$ cat config.mk
export PLATFORM = sky130hd
export DESIGN_NAME = pkt_deframer
export DESIGN_NICKNAME = d
export VERILOG_FILES = /design/src/rtl/pkt_pkg.sv /design/src/rtl/pkt_accept_filter.sv /design/src/rtl/pkt_deframer.sv
export SDC_FILE = /design/constraint.sdc
export NUM_CORES = 1
export LEC_CHECK = 0
export CORE_UTILIZATION = 44
export DETAILED_ROUTE_END_ITERATION = 10
export PLACE_DENSITY = 0.69
export REMOVE_ABC_BUFFERS = 1
export SYNTH_ARGS = -nofsm -noshare
export SYNTH_HDL_FRONTEND = slang
export SYNTH_SLANG_ARGS = --single-unit
$ cat constraint.sdc
create_clock -name clk -period 2.6 [get_ports clk]
set_clock_uncertainty 0.15 [all_clocks]
set_input_delay 0.65 -clock clk [delete_from_list [all_inputs] [get_ports clk]]
set_output_delay 0.65 -clock clk [all_outputs]
set_load 0.02 [all_outputs]
$ cat src/rtl/pkt_pkg.sv
// -----------------------------------------------------------------------------
// pkt_pkg
// Definitions shared by the packet deframer and the packet packer.
//   - pkt_type_e  : 3-bit packet type carried in header bits [2:0]
//   - dfr_state_e : deframer FSM states (exported on the deframer debug port)
//   - PKT_WORDS   : words per packet (9 with PKT_DEFRAMER_CHECKSUM_EN, else 8)
//   - FLD_*       : word index of each field inside a packet
// Configuration macro: PKT_DEFRAMER_CHECKSUM_EN adds a trailing XOR word.
// -----------------------------------------------------------------------------
package pkt_pkg;

    typedef enum logic [2:0] {
        PT_HB      = 3'b000,
        PT_CHE     = 3'b001,
        PT_INV     = 3'b010,
        PT_MR      = 3'b011,
        PT_ACK     = 3'b100,
        PT_DATA    = 3'b101,
        PT_SOS     = 3'b110,
        PT_INVALID = 3'b111
    } pkt_type_e;

    typedef enum logic [1:0] {
        S_IDLE = 2'd0,
        S_RECV = 2'd1,
        S_HOLD = 2'd2
    } dfr_state_e;

    localparam logic [15:0] BROADCAST_ID_DEF = 16'hFFFF;

`ifdef PKT_DEFRAMER_CHECKSUM_EN
    localparam int PKT_WORDS = 9;
`else
    localparam int PKT_WORDS = 8;
`endif

    // Word counter must reach PKT_WORDS-1.
    localparam int CNT_W     = (PKT_WORDS > 8) ? 4 : 3;
    localparam int LAST_WORD = PKT_WORDS - 1;

    localparam int FLD_HEADER   = 0;
    localparam int FLD_SOURCE   = 1;
    localparam int FLD_ENERGY   = 2;
    localparam int FLD_QVALUE   = 3;
    localparam int FLD_SRC_HOPS = 4;
    localparam int FLD_DEST     = 5;
    localparam int FLD_CH       = 6;
    localparam int FLD_HOPS_CH  = 7;
    localparam int FLD_CHECKSUM = 8;

endpackage

$ cat src/rtl/pkt_accept_filter.sv
// -----------------------------------------------------------------------------
// pkt_accept_filter
// Combinational accept decision for a received packet.
//   pkt_type_i [2:0]  packet type from the header
//   dest_id_i  [W]    destination ID field
//   my_id_i    [W]    own node ID
//   accept_o          1 = packet is for this node
// HB/CHE/INV are always accepted, MR/ACK/DATA/SOS only when addressed to this
// node or to the broadcast ID, and the INVALID type never.
// -----------------------------------------------------------------------------
module pkt_accept_filter
    import pkt_pkg::*;
#(
    parameter int                    WORD_WIDTH   = 16,
    parameter logic [WORD_WIDTH-1:0] BROADCAST_ID = BROADCAST_ID_DEF
) (
    input  logic [2:0]            pkt_type_i,
    input  logic [WORD_WIDTH-1:0] dest_id_i,
    input  logic [WORD_WIDTH-1:0] my_id_i,
    output logic                  accept_o
);

    logic addressed;

    assign addressed = (dest_id_i == my_id_i) || (dest_id_i == BROADCAST_ID);

    always_comb begin
        accept_o = 1'b0;
        case (pkt_type_e'(pkt_type_i))
            PT_HB, PT_CHE, PT_INV:          accept_o = 1'b1;
            PT_MR, PT_ACK, PT_DATA, PT_SOS: accept_o = addressed;
            default:                        accept_o = 1'b0;
        endcase
    end

endmodule

$ cat src/rtl/pkt_deframer.sv
// -----------------------------------------------------------------------------
// pkt_deframer
// Collects a word stream into a packet, filters it and presents the parsed
// fields until the consumer takes them.
// Ports:
//   clk, nrst                 clock, asynchronous active-low reset
//   en                        block enable (0 aborts a packet in reception)
//   myNodeID                  own node ID
//   rx_data/rx_valid/rx_sof   word stream in, rx_sof marks the header word
//   rx_ready                  word accepted (1 when enabled and not holding)
//   pkt_valid/pkt_ready       parsed packet out
//   fPacketType..fHopsFromCH  parsed fields, updated only on acceptance
//   iAmDestination            held destination equals myNodeID
//   drop_count                saturating count of dropped packets
//   dbg_state                 FSM state (dfr_state_e encoding)
// Handshakes: a word moves when rx_valid && rx_ready on a rising edge; a packet
// is consumed when pkt_valid && pkt_ready on a rising edge. pkt_ready has no
// effect while pkt_valid is low.
// Configuration macro: PKT_DEFRAMER_CHECKSUM_EN -> 9-word packets whose last
// word must equal the XOR of words 0-7.
// -----------------------------------------------------------------------------
module pkt_deframer
    import pkt_pkg::*;
#(
    parameter int                    WORD_WIDTH   = 16,
    parameter logic [WORD_WIDTH-1:0] BROADCAST_ID = BROADCAST_ID_DEF
) (
    input  logic                  clk,
    input  logic                  nrst,
    input  logic                  en,
    input  logic [WORD_WIDTH-1:0] myNodeID,
    input  logic [WORD_WIDTH-1:0] rx_data,
    input  logic                  rx_valid,
    input  logic                  rx_sof,
    output logic                  rx_ready,
    output logic                  pkt_valid,
    input  logic                  pkt_ready,
    output logic [2:0]            fPacketType,
    output logic [WORD_WIDTH-1:0] fSourceID,
    output logic [WORD_WIDTH-1:0] fEnergyLeft,
    output logic [WORD_WIDTH-1:0] fQValue,
    output logic [WORD_WIDTH-1:0] fSourceHops,
    output logic [WORD_WIDTH-1:0] fDestinationID,
    output logic [WORD_WIDTH-1:0] fChosenCH,
    output logic [WORD_WIDTH-1:0] fHopsFromCH,
    output logic                  iAmDestination,
    output logic [7:0]            drop_count,
    output logic [1:0]            dbg_state
);

    localparam logic [CNT_W-1:0] CNT_LAST = CNT_W'(LAST_WORD);

    dfr_state_e            state_q, state_d;
    logic [CNT_W-1:0]      cnt_q, cnt_d;

    // Shadow registers for the packet in reception.
    logic [2:0]            sh_type_q, sh_type_d;
    logic [WORD_WIDTH-1:0] sh_src_q, sh_src_d;
    logic [WORD_WIDTH-1:0] sh_energy_q, sh_energy_d;
    logic [WORD_WIDTH-1:0] sh_qval_q, sh_qval_d;
    logic [WORD_WIDTH-1:0] sh_shops_q, sh_shops_d;
    logic [WORD_WIDTH-1:0] sh_dest_q, sh_dest_d;
    logic [WORD_WIDTH-1:0] sh_ch_q, sh_ch_d;
`ifdef PKT_DEFRAMER_CHECKSUM_EN
    logic [WORD_WIDTH-1:0] sh_hch_q, sh_hch_d;
    logic [WORD_WIDTH-1:0] csum_q, csum_d;
`endif

    // Presented fields.
    logic [2:0]            f_type_q, f_type_d;
    logic [WORD_WIDTH-1:0] f_src_q, f_src_d;
    logic [WORD_WIDTH-1:0] f_energy_q, f_energy_d;
    logic [WORD_WIDTH-1:0] f_qval_q, f_qval_d;
    logic [WORD_WIDTH-1:0] f_shops_q, f_shops_d;
    logic [WORD_WIDTH-1:0] f_dest_q, f_dest_d;
    logic [WORD_WIDTH-1:0] f_ch_q, f_ch_d;
    logic [WORD_WIDTH-1:0] f_hch_q, f_hch_d;
    logic                  iam_q, iam_d;
    logic [7:0]            drop_q, drop_d;

    logic                  xfer;
    logic                  drop_inc;
    logic                  filter_ok;
    logic                  final_ok;
    logic [WORD_WIDTH-1:0] hops_ch_final;

    assign rx_ready = en && (state_q != S_HOLD);
    assign xfer     = rx_valid && rx_ready;

    pkt_accept_filter #(
        .WORD_WIDTH  (WORD_WIDTH),
        .BROADCAST_ID(BROADCAST_ID)
    ) u_filter (
        .pkt_type_i(sh_type_q),
        .dest_id_i (sh_dest_q),
        .my_id_i   (myNodeID),
        .accept_o  (filter_ok)
    );

`ifdef PKT_DEFRAMER_CHECKSUM_EN
    // Final word is the checksum; word 7 already sits in its shadow.
    assign final_ok      = filter_ok && (rx_data == csum_q);
    assign hops_ch_final = sh_hch_q;
`else
    // Final word is hopsFromCH itself and is taken straight from the bus.
    assign final_ok      = filter_ok;
    assign hops_ch_final = rx_data;
`endif

    always_comb begin
        state_d     = state_q;
        cnt_d       = cnt_q;
        sh_type_d   = sh_type_q;
        sh_src_d    = sh_src_q;
        sh_energy_d = sh_energy_q;
        sh_qval_d   = sh_qval_q;
        sh_shops_d  = sh_shops_q;
        sh_dest_d   = sh_dest_q;
        sh_ch_d     = sh_ch_q;
`ifdef PKT_DEFRAMER_CHECKSUM_EN
        sh_hch_d    = sh_hch_q;
        csum_d      = csum_q;
`endif
        f_type_d    = f_type_q;
        f_src_d     = f_src_q;
        f_energy_d  = f_energy_q;
        f_qval_d    = f_qval_q;
        f_shops_d   = f_shops_q;
        f_dest_d    = f_dest_q;
        f_ch_d      = f_ch_q;
        f_hch_d     = f_hch_q;
        iam_d       = iam_q;
        drop_inc    = 1'b0;

        case (state_q)
            S_IDLE: begin
                // Non-header words arriving here are silently discarded.
                if (xfer && rx_sof) begin
                    sh_type_d = rx_data[2:0];
`ifdef PKT_DEFRAMER_CHECKSUM_EN
                    csum_d    = rx_data;
`endif
                    cnt_d     = CNT_W'(1);
                    state_d   = S_RECV;
                end
            end

            S_RECV: begin
                if (!en) begin
                    cnt_d   = '0;
                    state_d = S_IDLE;
                end else if (xfer && rx_sof) begin
                    // A new header aborts the current packet and restarts.
                    drop_inc  = 1'b1;
                    sh_type_d = rx_data[2:0];
`ifdef PKT_DEFRAMER_CHECKSUM_EN
                    csum_d    = rx_data;
`endif
                    cnt_d     = CNT_W'(1);
                end else if (xfer) begin
`ifdef PKT_DEFRAMER_CHECKSUM_EN
                    csum_d = csum_q ^ rx_data;
`endif
                    case (int'(cnt_q))
                        FLD_SOURCE:   sh_src_d    = rx_data;
                        FLD_ENERGY:   sh_energy_d = rx_data;
                        FLD_QVALUE:   sh_qval_d   = rx_data;
                        FLD_SRC_HOPS: sh_shops_d  = rx_data;
                        FLD_DEST:     sh_dest_d   = rx_data;
                        FLD_CH:       sh_ch_d     = rx_data;
`ifdef PKT_DEFRAMER_CHECKSUM_EN
                        FLD_HOPS_CH:  sh_hch_d    = rx_data;
`endif
                        default: ;
                    endcase

                    if (cnt_q == CNT_LAST) begin
                        cnt_d = '0;
                        if (final_ok) begin
                            f_type_d   = sh_type_q;
                            f_src_d    = sh_src_q;
                            f_energy_d = sh_energy_q;
                            f_qval_d   = sh_qval_q;
                            f_shops_d  = sh_shops_q;
                            f_dest_d   = sh_dest_q;
                            f_ch_d     = sh_ch_q;
                            f_hch_d    = hops_ch_final;
                            iam_d      = (sh_dest_q == myNodeID);
                            state_d    = S_HOLD;
                        end else begin
                            drop_inc = 1'b1;
                            state_d  = S_IDLE;
                        end
                    end else begin
                        cnt_d = cnt_q + CNT_W'(1);
                    end
                end
            end

            S_HOLD: begin
                // Enable does not affect a held packet; only the consumer does.
                if (pkt_ready) begin
                    state_d = S_IDLE;
                end
            end

            default: begin
                state_d = S_IDLE;
                cnt_d   = '0;
            end
        endcase

        drop_d = (drop_inc && (drop_q != 8'hFF)) ? drop_q + 8'd1 : drop_q;
    end

    always_ff @(posedge clk or negedge nrst) begin
        if (!nrst) begin
            state_q     <= S_IDLE;
            cnt_q       <= '0;
            sh_type_q   <= '0;
            sh_src_q    <= '0;
            sh_energy_q <= '0;
            sh_qval_q   <= '0;
            sh_shops_q  <= '0;
            sh_dest_q   <= '0;
            sh_ch_q     <= '0;
`ifdef PKT_DEFRAMER_CHECKSUM_EN
            sh_hch_q    <= '0;
            csum_q      <= '0;
`endif
            f_type_q    <= PT_INVALID;
            f_src_q     <= '0;
            f_energy_q  <= '0;
            f_qval_q    <= '0;
            f_shops_q   <= '0;
            f_dest_q    <= '0;
            f_ch_q      <= '0;
            f_hch_q     <= '0;
            iam_q       <= 1'b0;
            drop_q      <= '0;
        end else begin
            state_q     <= state_d;
            cnt_q       <= cnt_d;
            sh_type_q   <= sh_type_d;
            sh_src_q    <= sh_src_d;
            sh_energy_q <= sh_energy_d;
            sh_qval_q   <= sh_qval_d;
            sh_shops_q  <= sh_shops_d;
            sh_dest_q   <= sh_dest_d;
            sh_ch_q     <= sh_ch_d;
`ifdef PKT_DEFRAMER_CHECKSUM_EN
            sh_hch_q    <= sh_hch_d;
            csum_q      <= csum_d;
`endif
            f_type_q    <= f_type_d;
            f_src_q     <= f_src_d;
            f_energy_q  <= f_energy_d;
            f_qval_q    <= f_qval_d;
            f_shops_q   <= f_shops_d;
            f_dest_q    <= f_dest_d;
            f_ch_q      <= f_ch_d;
            f_hch_q     <= f_hch_d;
            iam_q       <= iam_d;
            drop_q      <= drop_d;
        end
    end

    assign pkt_valid      = (state_q == S_HOLD);
    assign fPacketType    = f_type_q;
    assign fSourceID      = f_src_q;
    assign fEnergyLeft    = f_energy_q;
    assign fQValue        = f_qval_q;
    assign fSourceHops    = f_shops_q;
    assign fDestinationID = f_dest_q;
    assign fChosenCH      = f_ch_q;
    assign fHopsFromCH    = f_hch_q;
    assign iAmDestination = iam_q;
    assign drop_count     = drop_q;
    assign dbg_state      = state_q;

endmodule

# [After elaboration in Yosys (flattened, before gate mapping)]
# Index checks and enable logic that the tools add are counted.
[op_classes] addsub=2 mul=0 n_div=0 magnitude_cmp=0 eq_ne=26 shift=0 mux=24 n_bitwise=2 n_reduce_logical=20
[ops] operator="AND reduction 5 bit" n=7
[ops] operator="== test 3 bit, second input constant" n=7
[ops] operator="two-way mux 3 bit" n=7
[ops] operator="== test 16 bit" n=1
[ops] operator="== test 16 bit, second input constant" n=1
[ops] operator="two-way mux 2 bit" n=7
[ops] operator="== test 3 x 2 -> 1 bit, second input constant" n=4
[ops] operator="inequality test 3 bit, second input constant" n=3
[ops] operator="case mux 3 bit (3 select lines)" n=1
[ops] operator="adder 8 x 1 -> 8 bit, second input constant" n=1
[ops] operator="inequality test 8 bit, second input constant" n=1
[ops] operator="== test 3 x 1 -> 1 bit, second input constant" n=2
[ops] operator="two-way mux 1 bit" n=6
[ops] operator="inequality test 2 bit, second input constant" n=3
[ops] operator="case mux 2 bit (3 select lines)" n=1
[ops] operator="case mux 3 bit (2 select lines)" n=1
[ops] operator="AND reduction 6 bit" n=1
[ops] operator="logical AND 1 bit" n=4
[ops] operator="inequality test 4 bit, second input constant" n=1
[ops] operator="OR reduction 4 bit" n=1
[ops] operator="adder 3 x 1 -> 3 bit, second input constant" n=1
[ops] operator="logical NOT 3 bit" n=1
[ops] operator="AND reduction 3 bit" n=1
[ops] operator="OR reduction 3 bit" n=1
[ops] operator="9 further kinds" n=10
[word_totals] regBits=228 latchBits=0 ram_bits=0 mem_bits_ro=0 in_bits=38 output_inout_bits=128 mem_count=0

# [Depth between registers and ports, before layout]
# Gate-level depths: netlist (run 1).
[depth] word_depth=10 ltp_mapped=10

# [Modules after synthesis]
# A second synthesis (run 1) with hierarchy kept.
[unflattened] hier_cells=582 hier_area_um2=9223.8
[modules_own_cells] mod="pkt_deframer" instances=1 cells_each=552 area_per_inst_um2=8993.6 seq_area_each_um2=5709.2
[modules_own_cells] mod="pkt_accept_filter" instances=1 cells_each=30 area_per_inst_um2=230.2 seq_area_each_um2=0.0

# [Least setup slack after synthesis (run 1)]
# No wires, ideal clock.
[synth_timing] path_type="input port to flip-flop" from="in myNodeID[2]" to="reg f_src_q[0] (netlist: fSourceID[0])" setup_ns=0.125 arrival_time_ns=2.294 t_required_ns=2.325 path_slack_ns=0.031 path_stages=8 n_path_buf=3 cell_sequence="xor2_1 > nor4_1 > nand4_1 > a2111o_1 > buf_2 > buf_6 > buf_6 > mux2_4"
[synth_between] elab_chain_cells=4
[synth_rtl] element="from (decl)" line_no="pkt_deframer.sv:31" rtl="input logic [WORD_WIDTH-1:0] myNodeID,"
[synth_rtl] element="== test 16 bit" line_no="pkt_accept_filter.sv:25" rtl="assign addressed = (dest_id_i == my_id_i) || (dest_id_i == BROADCAST_ID);"
[synth_rtl] element="logical OR 1 bit" line_no="pkt_accept_filter.sv:25"
[synth_rtl] element="case mux 1 bit (2 select lines)" line_no="pkt_accept_filter.sv:29" rtl="case (pkt_type_e'(pkt_type_i))"
[synth_rtl] element="AND reduction 6 bit (no source line)"
[synth_rtl] element="to (signal assigned)" line_no="pkt_deframer.sv:256" rtl="f_src_q <= f_src_d;"
[synth_rtl] element="to (decl)" line_no="pkt_deframer.sv:71" rtl="logic [WORD_WIDTH-1:0] f_src_q, f_src_d;"
# No other way between the ends.
# A chain may end at the register's enable or synchronous reset.

# [Worst setup path after layout (run 1)]
[layout_timing] from="in myNodeID[15]" to="reg f_src_q[9] (netlist: fSourceID[9])"
# The elaborated chain is that of the path after synthesis.

==> results.md, run 1 <==
- Run status: complete, but fails checks
- Violated checks: setup timing
- First-pass GRT wire length: 34220 um
- Die width: 144.9 um
- Max Clk Rate: 0.3730 GHz
- H-tree depth: 1
- Sequential cell area: 5713 um^2
- Core outline area: 19720 um^2
- Post-route DRC: 0
- Cell accounting for the most synthesized area: dfrtp_1
- Crit-path cells: clkdlybuf4s50_1 > xor2_1 > nor4_1 > nand4_1 > a2111o_2 > buf_12 > buf_16 > mux2_4
- Post-synth EDFFs: 0
- CTS tree: built
- RSZ-0062 raised after global routing: yes
- Clock buffer count from CTS: 23
- Largest net degree at the start of global routing: 50
- Area Overhead vs Synth: 39.38%
- Netlist cell types: 36
- Synthesized-area fraction occupied by adder cells: 0.009748
- Post-synthesis compound-gate area fraction: 0.01156
- Vias: 5478
- Max-slew violations: 0
- Synth Cell Area: 8985 um^2
- Layout cells sized above 1: 0.4087
- Setup violators final: roughly 120
- Top post-synthesis cells by area: dfrtp_1 (63%), mux2_2 (25%), mux2_4 (2.8%)
- Synth Instances: 561
- Vias in the first global route: between 5000 and 6000
- Initial Util: 0.4557
- WL/cell: 20.42 um
- Worst path slowest cell: a2111o_2
- Fin. Hold Viols: 0
- Post-route ant nets: 0
- Clock transition at path regs: approximately 60 ps
- Crit-path leading delay family: buffers and inverters
- Footprint of the multi-input gates: 3217 um^2
- Register bit total from synthesis: 228
- DRT iter0 DRCs: ~150
- Hold WC Path Type: flip-flop to flip-flop
- Fillcell total: 1448
- Placed inst area: 11210 um^2
- Row cnt: 51
- Crit Path Category: primary input to flip-flop
- Mux share of post-synthesis cell area: 0.2766
- Final period utilization: 1.031
- Asr flop ratio synth: 1.000
- Crit path arrival time: 2910 ps
- Leakage: between 6 and 7 nW
- Initial antenna violation count: 0
- Synth Area per Inst: 16.02 um^2
- Final wirelength: 21850 um
- Total power: 0.007504 W
- Die footprint: about 21000 um^2
- Slew HR: 0.7380
- Final Critical Period: 2681 ps
- Met3 GRT Util: 0.03836
- DR vias/cell: 5.120
- Dpl ws: -897.0 ps
- Worst-margin pin slew: 393.0 ps
- Post-route core utilization: 0.6351
- Met1 usage: 0.2937
- Fin area: 12520 um^2
- TritonCTS Sinks: 228
- Crit-path max cell delay: 550 ps
- Synthesis Warnings: 0
- Critical path fanouts, max: 5
- # nets final: 834
- Max_cap viols: 0
- Post-synth top flop: dfrtp_1
- Antenna cells: 0
- Power density cells: 599.2 nW/um^2
- Crit path capture type: flip-flop
- Crit path buf inv count: 3
- Worst vdd ir: 444.5 uV
- GR Overflow Total: 0
- Clk_lat worst skew: roughly 500 ps
- DP HPWL: 13740 um
- Worst setup SP type: primary input
- Port buffer count: 165
- Simple-gate share of the synthesized area: 0.02771
- All-Layer GR Usage: 0.2095
- Xor and xnor area share after synthesis: 0.02242
- WP data required: 2830 ps
- DR pass1 iterations: 4
- Met2 Use GR: 0.3428
- Post-synth top area share: 0.6267
- Setup ws final: -80.62 ps
- RD Place Congestion: 0.7798
- Post-synthesis sequential area ratio: 0.6354
- Busiest layer in global routing: met2
- Top Ports: 166
- Clock Tree Root: clkbuf_16
- DIE HEIGHT: ~140 um
- Largest family of logic cells by synthesized area: multiplexers
- Maximum root-to-sink buffer count: 3
## cell usage in the layout, fill, tap and decap left out, types with 2 or more instances in the layout
master           synthesis  layout
inv_1                    5       5
buf_6                    3       2
clkinv_2                 0       6
clkbuf_1                 6       6
bufinv_16                0       3
buf_16                   0       9
xor2_2                   0       3
dfrtp_1                225     222
nand3_1                  7       7
nand4_1                  6       6
nor3_1                   3       3
nand2_1                  6       6
clkbuf_16                0      28
ha_1                     7       7
and2_1                   2       2
buf_4                    0      36
clkdlybuf4s50_1          0     151
and3_1                   3       3
o211ai_1                 2       2
buf_12                   0       8
nor2_1                   3       3
nor4_4                   0       3
clkbuf_8                 0       3
dfstp_2                  3       3
mux2_2                 198     198
mux2_4                  17      17
xor2_1                  21      18
nand2b_1                 3       3
xnor2_1                  2       2
o21ai_0                  6       5
dlygate4sd2_1            0      12
dfrtp_2                  0       3
## final timing paths
| kind | startpoint | endpoint | slack [ps] | depth (start not counted) |
|---|---|---|---|---|
| max | myNodeID[15] | fSourceID[9] | -80 | 8 |
| min | sh_ch_q[1] | sh_ch_q[1] | 350 | 1 |
| max reg2reg | sh_dest_q[13] | fSourceID[9] | -60 | 8 |
| min reg2reg | sh_ch_q[1] | sh_ch_q[1] | 350 | 1 |
| max in group asynchronous | nrst | sh_dest_q[4] | 1080 | 3 |
| min in group asynchronous | nrst | sh_qval_q[2] | 500 | 2 |
## power by group
part	leakage, nW	internal [W]	switching [W]	total [W]
registers	3.14	0.00367	0.0000853	0.00375
logic	2.73	0.000212	0.000212	0.000424
clock network	0.378	0.00201	0.00132	0.00333
## per-stage QoR
stage | hold WS, ps | std cells | setup TNS [ps]
after detailed placement | 338.8 | 1008 | -110600
after global placement | 326.6 | 1008 | -109640
after CTS | 353.2 | 1062 | -15780
after floorplan | 204.4 | 538 | -216950
final | 350.2 | 1070 | -6831
after global routing | 364.7 | 1070 | -16450
## repair_timing
action,4_1_cts,5_1_grt
resized for setup,38,15
pin swaps,8,4
cloned,8,5
setup endpoints to repair,127,125
hold buffers,1,0
buffers inserted,5,4
endpoints found under the hold margin,44,0
## cells in the mapped netlist, types with 2 or more instances
library cell / number
a21oi_1: 2
and2_1: 2
and3_1: 3
buf_2: 14
buf_6: 3
clkbuf_1: 6
dfrtp_1: 225
dfstp_2: 3
ha_1: 7
inv_1: 5
mux2_2: 198
mux2_4: 17
nand2_1: 6
nand2b_1: 3
nand3_1: 7
nand4_1: 6
nor2_1: 3
nor3_1: 3
nor4_1: 4
o211ai_1: 2
o21ai_0: 6
xnor2_1: 2
xor2_1: 21
## registers in the layout (all words and copies together), names as in the netlist
register and cells:
dbg_state 2, cnt_q 3, sh_src_q 16, fHopsFromCH 16, fChosenCH 16, sh_energy_q 16, fEnergyLeft 16, sh_shops_q 16
sh_ch_q 16, fPacketType 3, fSourceID 16, iAmDestination 1, sh_qval_q 16, fQValue 16, fSourceHops 16, fDestinationID 16
drop_count 8, sh_dest_q 16, sh_type_q 3
## worst reg2reg max path, cell delays in order (launching register included)
cell and delay (ps):
dfrtp_1 420, xor2_1 170, nor4_2 310, buf_4 150, nand4_1 160, a2111o_2 550, buf_12 180, buf_16 150
mux2_4 300
## layout make-up
| cell class | count | share of cell area |
|---|---|---|
| Clock buffer | 32 | 0.05105 |
| Clock inverter | 9 | 0.009591 |
| Inverter | 6 | 0.001798 |
| Multi-Input combinational cell | 304 | 0.2569 |
| Sequential cell | 228 | 0.4562 |
| Tap cell | 265 | 0.02648 |
| Timing Repair Buffer | 226 | 0.1980 |
## metal layers
| metal | vias up | part of all wire |
|---|---|---|
| li1 | 2461 | - |
| met1 | 2839 | 0.45 |
| met2 | 148 | 0.48 |
| met3 | 30 | 0.056 |
| met4 | 0 | 0.016 |
| met5 | - | 0 |
## kinds of logic after synthesis
family	after synthesis
xor+xnor	23
fa+ha+maj	7
flops	228
buf+inv	29
mux	215
simple gates	43
compound gates	16
(Power assumes the default switching activity.)
==> run 2: changes to the inputs <==
--- a/config.mk
+++ b/config.mk
@@ -9,6 +9,7 @@
 export DETAILED_ROUTE_END_ITERATION = 10
 export PLACE_DENSITY = 0.69
 export REMOVE_ABC_BUFFERS = 1
+export SLEW_MARGIN = 20
 export SYNTH_ARGS = -nofsm -noshare
 export SYNTH_HDL_FRONTEND = slang
 export SYNTH_SLANG_ARGS = --single-unit
==> results of run 2 <==
Same layout as run 1: the final DEF is identical, and so are final timing and power.
